### src/rtl/mem_bus_arbiter.sv
// Three-master arbiter for a single stb/ack memory bus, with fixed-priority or
// round-robin selection and a watchdog that aborts a hung transfer with an error pulse.
module mem_bus_arbiter #(
    parameter int RR_EN   = 0,
    parameter int TIMEOUT = 255,
    parameter int TW      = 16
) (
    input  logic        clk_i,
    input  logic        rst_i,
    input  logic [2:0]  m_stb_i,
    input  logic [2:0]  m_we_i,
    input  logic [95:0] m_adr_i,
    input  logic [95:0] m_dat_i,
    input  logic [11:0] m_sel_i,
    output logic [2:0]  m_ack_o,
    output logic [2:0]  m_err_o,
    output logic [31:0] m_dat_o,
    output logic        s_stb_o,
    output logic        s_we_o,
    output logic [31:0] s_adr_o,
    output logic [31:0] s_dat_o,
    output logic [3:0]  s_sel_o,
    input  logic [31:0] s_dat_i,
    input  logic        s_ack_i,
    output logic [2:0]  grant_o
);

    typedef enum logic {IDLE, BUSY} state_t;

    state_t         state_q, state_d;
    logic [2:0]     grant_q, grant_d;
    logic [1:0]     rr_q, rr_d;
    logic [TW-1:0]  wd_q, wd_d;

    logic [2:0]     winner;
    logic [1:0]     g_idx, g_next;
    logic           g_stb, done, timeout;

    // Rotate requests so the start position lands on bit 0, take the lowest
    // set bit, then rotate the one-hot result back.
    function automatic logic [2:0] first_from(input logic [2:0] req, input logic [1:0] start);
        logic [2:0] rot, p, res;
        case (start)
            2'd1:    rot = {req[0], req[2:1]};
            2'd2:    rot = {req[1:0], req[2]};
            default: rot = req;
        endcase
        if (rot[0])      p = 3'b001;
        else if (rot[1]) p = 3'b010;
        else if (rot[2]) p = 3'b100;
        else             p = 3'b000;
        case (start)
            2'd1:    res = {p[1:0], p[2]};
            2'd2:    res = {p[0], p[2:1]};
            default: res = p;
        endcase
        return res;
    endfunction

    always_comb begin
        winner = first_from(m_stb_i, (RR_EN != 0) ? rr_q : 2'd0);
        if (grant_q[1])      g_idx = 2'd1;
        else if (grant_q[2]) g_idx = 2'd2;
        else                 g_idx = 2'd0;
        g_next = (g_idx == 2'd2) ? 2'd0 : g_idx + 2'd1;
    end

    // Slave-side mux follows the granted master's live inputs; a zero grant
    // leaves the bus at all-zero.
    always_comb begin
        s_we_o  = 1'b0;
        s_adr_o = '0;
        s_dat_o = '0;
        s_sel_o = '0;
        for (int k = 0; k < 3; k++) begin
            if (grant_q[k]) begin
                s_we_o  = m_we_i[k];
                s_adr_o = m_adr_i[32*k +: 32];
                s_dat_o = m_dat_i[32*k +: 32];
                s_sel_o = m_sel_i[4*k +: 4];
            end
        end
    end

    always_comb begin
        g_stb   = |(m_stb_i & grant_q);
        s_stb_o = (state_q == BUSY) && g_stb;
        done    = s_stb_o && s_ack_i;
        timeout = s_stb_o && !s_ack_i && (wd_q == TW'(TIMEOUT - 1));
        m_ack_o = done    ? grant_q : 3'b000;
        m_err_o = timeout ? grant_q : 3'b000;
        m_dat_o = done    ? s_dat_i : 32'h0;
        grant_o = grant_q;
    end

    always_comb begin
        state_d = state_q;
        grant_d = grant_q;
        rr_d    = rr_q;
        wd_d    = wd_q;
        case (state_q)
            IDLE: begin
                if (|m_stb_i) begin
                    state_d = BUSY;
                    grant_d = winner;
                    wd_d    = '0;
                end
            end
            BUSY: begin
                if (!g_stb) begin
                    // master withdrew: no response, pointer stays put
                    state_d = IDLE;
                    grant_d = '0;
                end else if (s_ack_i || timeout) begin
                    state_d = IDLE;
                    grant_d = '0;
                    rr_d    = g_next;
                end else begin
                    wd_d = wd_q + 1'b1;
                end
            end
            default: begin
                state_d = IDLE;
                grant_d = '0;
            end
        endcase
    end

    always_ff @(posedge clk_i) begin
        if (rst_i) begin
            state_q <= IDLE;
            grant_q <= '0;
            rr_q    <= '0;
            wd_q    <= '0;
        end else begin
            state_q <= state_d;
            grant_q <= grant_d;
            rr_q    <= rr_d;
            wd_q    <= wd_d;
        end
    end

endmodule
### config.mk
export PLATFORM = sky130hd
export DESIGN_NAME = mem_bus_arbiter
export DESIGN_NICKNAME = d
export VERILOG_FILES = /design/src/rtl/mem_bus_arbiter.sv
export SDC_FILE = /design/constraint.sdc
export NUM_CORES = 1
export LEC_CHECK = 0
export ABC_CLOCK_PERIOD_IN_PS = 2400
export CORE_AREA = 2 2 137 139
export CTS_BUF_LIST = sky130_fd_sc_hd__clkbuf_16
export DETAILED_ROUTE_END_ITERATION = 12
export DIE_AREA = 0 0 139 141
export GPL_ROUTABILITY_DRIVEN = 0
export PLACE_DENSITY = 0.55
export SLEW_MARGIN = 20
export SYNTH_ARGS = -nofsm -noshare
export SYNTH_HDL_FRONTEND = slang
export SYNTH_SLANG_ARGS = --single-unit
### constraint.sdc
create_clock -name clk_i -period 2.4 [get_ports clk_i]
set_input_delay 0.36 -clock clk_i [delete_from_list [all_inputs] [get_ports clk_i]]
set_output_delay 0.36 -clock clk_i [all_outputs]
set_load 0.02 [all_outputs]
==> flow_metrics.py <==
metrics = {
    "timing": {
        "hold_viol": 0,
        "rsz0062_at_grt": "true",
        "period_share_pct": 97.0,
        "finalClockSkew_ns": 0.00282,
        "hold_ws_ns": 0.504,
        "max_clock_freq_mhz": 429,
        "drv_slew": 0,
        "finalSetupViolCount": 0,
        "relSlewSlack_pct": 62.3,
        "period_needed_ns": 2.33,
        "tightest_slew_ns": 0.566,
    },
    "yosys": {
        "synth_edf_count": 0,
        "synthCells": 419,
        "synthArstFlopShare_pct": 0,
        "yosysMostFrequentCell": "nand2_1",
        "netlist.area_leader.share_pct": 19.8,
        "synth_area_um2": 2620,
        "ys.flop_type": "dfxtp_1",
        "synth_cell_types": 37,
        "synth_top_cell_by_area": "a22oi_1",
        "synth_seq_cells": 20,
        "synth.area.top_cells": "a22oi_1 20%, dfxtp_1 15%, o21ai_0 14%",
        "yosys_warnings": 0,
        "synth.net_count": 666,
        "ys_top_cells_by_count": "85 x nand2_1, 73 x o21ai_0, 69 x a22oi_1",
        "syn_avg_cell_area_um2": 6.24,
        "seq_area_frac_synth_pct": 15.3,
    },
    "job": {
        "max-cap-violations": 0,
    },
    "setup_path": {
        "worst-path-stages": 7,
        "max_stage_delay_ns": 0.38,
        "crit_path_max_fanout": 36,
        "crit_required_ns": 2.04,
        "end_kind": "output pin",
        "crit_family": "buffers and inverters",
        "cpMaxStageDelayCell": "o21ai_0",
        "rr_startpoint": "grant_o[1]",
        "worstPathBufferInverterCount": 4,
        "cp-start-kind": "flop",
        "endpoint": "s_dat_o[9]",
        "worstSetupPathType": "flop to output pin",
        "cp-startpoint": "grant_o[1]",
        "cp_cell_sequence": "buf_4, nor2b_4, buf_12, a22oi_1, o21ai_0, buf_4, buf_12",
        "worstPathArrival_ns": 1.97,
        "ff2ff_path_depth": 7,
        "reg2reg_slack_ns": 0.28,
        "r2r-end": "wd_q[10]",
    },
    "routing": {
        "wirelength_um": 18800,
        "route.vias.total": 4621,
        "ant_nets": 0,
        "drt_iter0_drc": 139,
        "wl_per_cell_um": 18.4,
        "drt_pass1_iterations": 4,
        "post_drt_via_cell_ratio": 4.50,
        "drc": 0,
    },
    "clock_network": {
        "h-tree-depth": 1,
        "clockRootBuffer": "clkbuf_16",
        "clockBufferDepth": 2,
        "ctsHoldBuffers": 0,
        "clock-sinks": 20,
        "cts_buffers": 3,
        "cts_tree": "done",
        "clk_pin_slew_ns": 0.06,
        "clk_latency_ns": 0.25,
    },
    "finish": {
        "diodes": 0,
        "n_fill_cell": 1966,
        "drive_above_1_share_pct": 17.7,
        "area_delta_synth_final_pct": 163,
        "nNetsFinal": 1040,
        "layout.cells.non_filler": 1026,
    },
    "power": {
        "power_density_nw_per_um2": 248,
        "vdd_drop_max_mv": 0.271,
        "p_leak_nw": 2.94,
        "total_power_w": 0.00170,
    },
    "place": {
        "hpwl_um": 15700,
        "port_buffers": 355,
        "post-place-cells": 1016,
    },
    "floorplan": {
        "io_pins": 356,
        "dieArea_um2": 19600,
        "die_x_um": 139,
        "die_y_um": 141,
        "core_area_um2": 18300,
        "floorplan.initialDensity_pct": 14.3,
        "placement_rows": 50,
    },
    "grt": {
        "grt_pass1_vias": 4454,
        "grt_start_max_net_pins": 143,
        "grt_pass1_wl_um": 27200,
        "antenna_found_initial": 1,
        "grt_overflow": 0,
        "grt_usage_pct": 17.9,
    },
    "status": {
        "run_status": "finished, final reports clean",
    },
    "min_path": {
        "hp-class": "flop to flop",
        "hold_start": "wd_q[10]",
    },
}
==> what timing repair did <==
action,CTS,global route
setup buffers,5,1
pin swaps,2,4
resized for setup,155,51
setup endpoints to repair,83,53
==> cell type report <==
cell class / instances / area [um2] / share of cell area [%]
repair buffers: 415 / 3970 / 57.8
multi-input cells: 347 / 2070 / 30.1
flip-flops and latches: 20 / 408 / 5.94
well taps: 234 / 293 / 4.26
clock buffers: 3 / 75.1 / 1.09
clock inverters: 1 / 30.0 / 0.437
inverters: 6 / 22.5 / 0.328
==> placed cells by master, fill, tap and decap left out, drive strengths merged, types with 2 or more instances in the layout <==
master and count:
clkdlybuf4s50 244, buf 103, nand2 85, o21ai 73, a22oi 69, dlygate4sd2 42, and3 38, clkbuf 21
dfxtp 20, or4 9, o31ai 8, dlymetal6s2s 8, a21boi 8, nand3 7, a21oi 6, inv 6
mux2i 5, nor3 4, nand2b 4, nor2 4, nor4 4, nand4 3, and2 3, and4 2
nor2b 2, ha 2
==> report_power, final <==
part / switching [W] / internal (W)
registers: 0.00000381 / 0.000335
logic: 0.000345 / 0.000551
clock network: 0.000134 / 0.000331
==> metal layers <==
layer / track usage, % / share of wire, % / vias up
li1: - / - / 2313
met1: 21.4 / 39 / 2084
met2: 34.7 / 54 / 212
met3: 3.26 / 6.2 / 10
met4: 1.49 / 0.36 / 2
met5: 0 / 0.069 / -
==> worst min-delay path: stages, from the launching register on <==
cell and delay (ns):
dfxtp_1 0.33, o31ai_1 0.07, a21boi_1 0.06
==> flip-flops by register name (all words and copies together) (netlist names) <==
signal,flops
grant_o,3
wd_q,16
state_q,1
==> stage by stage <==
step           instance area (um2)  worst slack (ns)  setup TNS (ns)  utilization, %
2_1_floorplan                 2620            0.0676               0               -
3_3_place_gp                  6870            -0.501          -19.50            37.6
3_5_place_dp                  6870            -0.490          -20.07            37.6
4_1_cts                       7020           -0.0770         -0.0989            38.5
5_1_grt                       6870           -0.0857          -0.298            37.6
6_report                      6870            0.0716               0            37.6
==> kinds of logic (layout without fill, tap and decap cells) <==
| family | count (synthesis) | in the layout | share of synthesized area [%] |
|---|---|---|---|
| flip-flops | 20 | 20 | 15.3 |
| AO/OA/AOI/OAI | 170 | 170 | 41.4 |
| multiplexers | 5 | 5 | 1.91 |
| buffers and inverters | 52 | 425 | 7.70 |
| AND/OR/NAND/NOR | 170 | 170 | 32.7 |
| adder cells (fa/ha/maj) | 2 | 2 | 0.957 |
==> how the worst min path moves through the flow <==
stage | depth (start not counted) | end
5_1_grt | 2 | wd_q[7]
4_1_cts | 2 | wd_q[7]
2_1_floorplan | 1 | grant_o[1]
3_3_place_gp | 2 | wd_q[7]
3_5_place_dp | 2 | wd_q[7]
6_report | 2 | wd_q[10]
(Power assumes the default switching activity.)
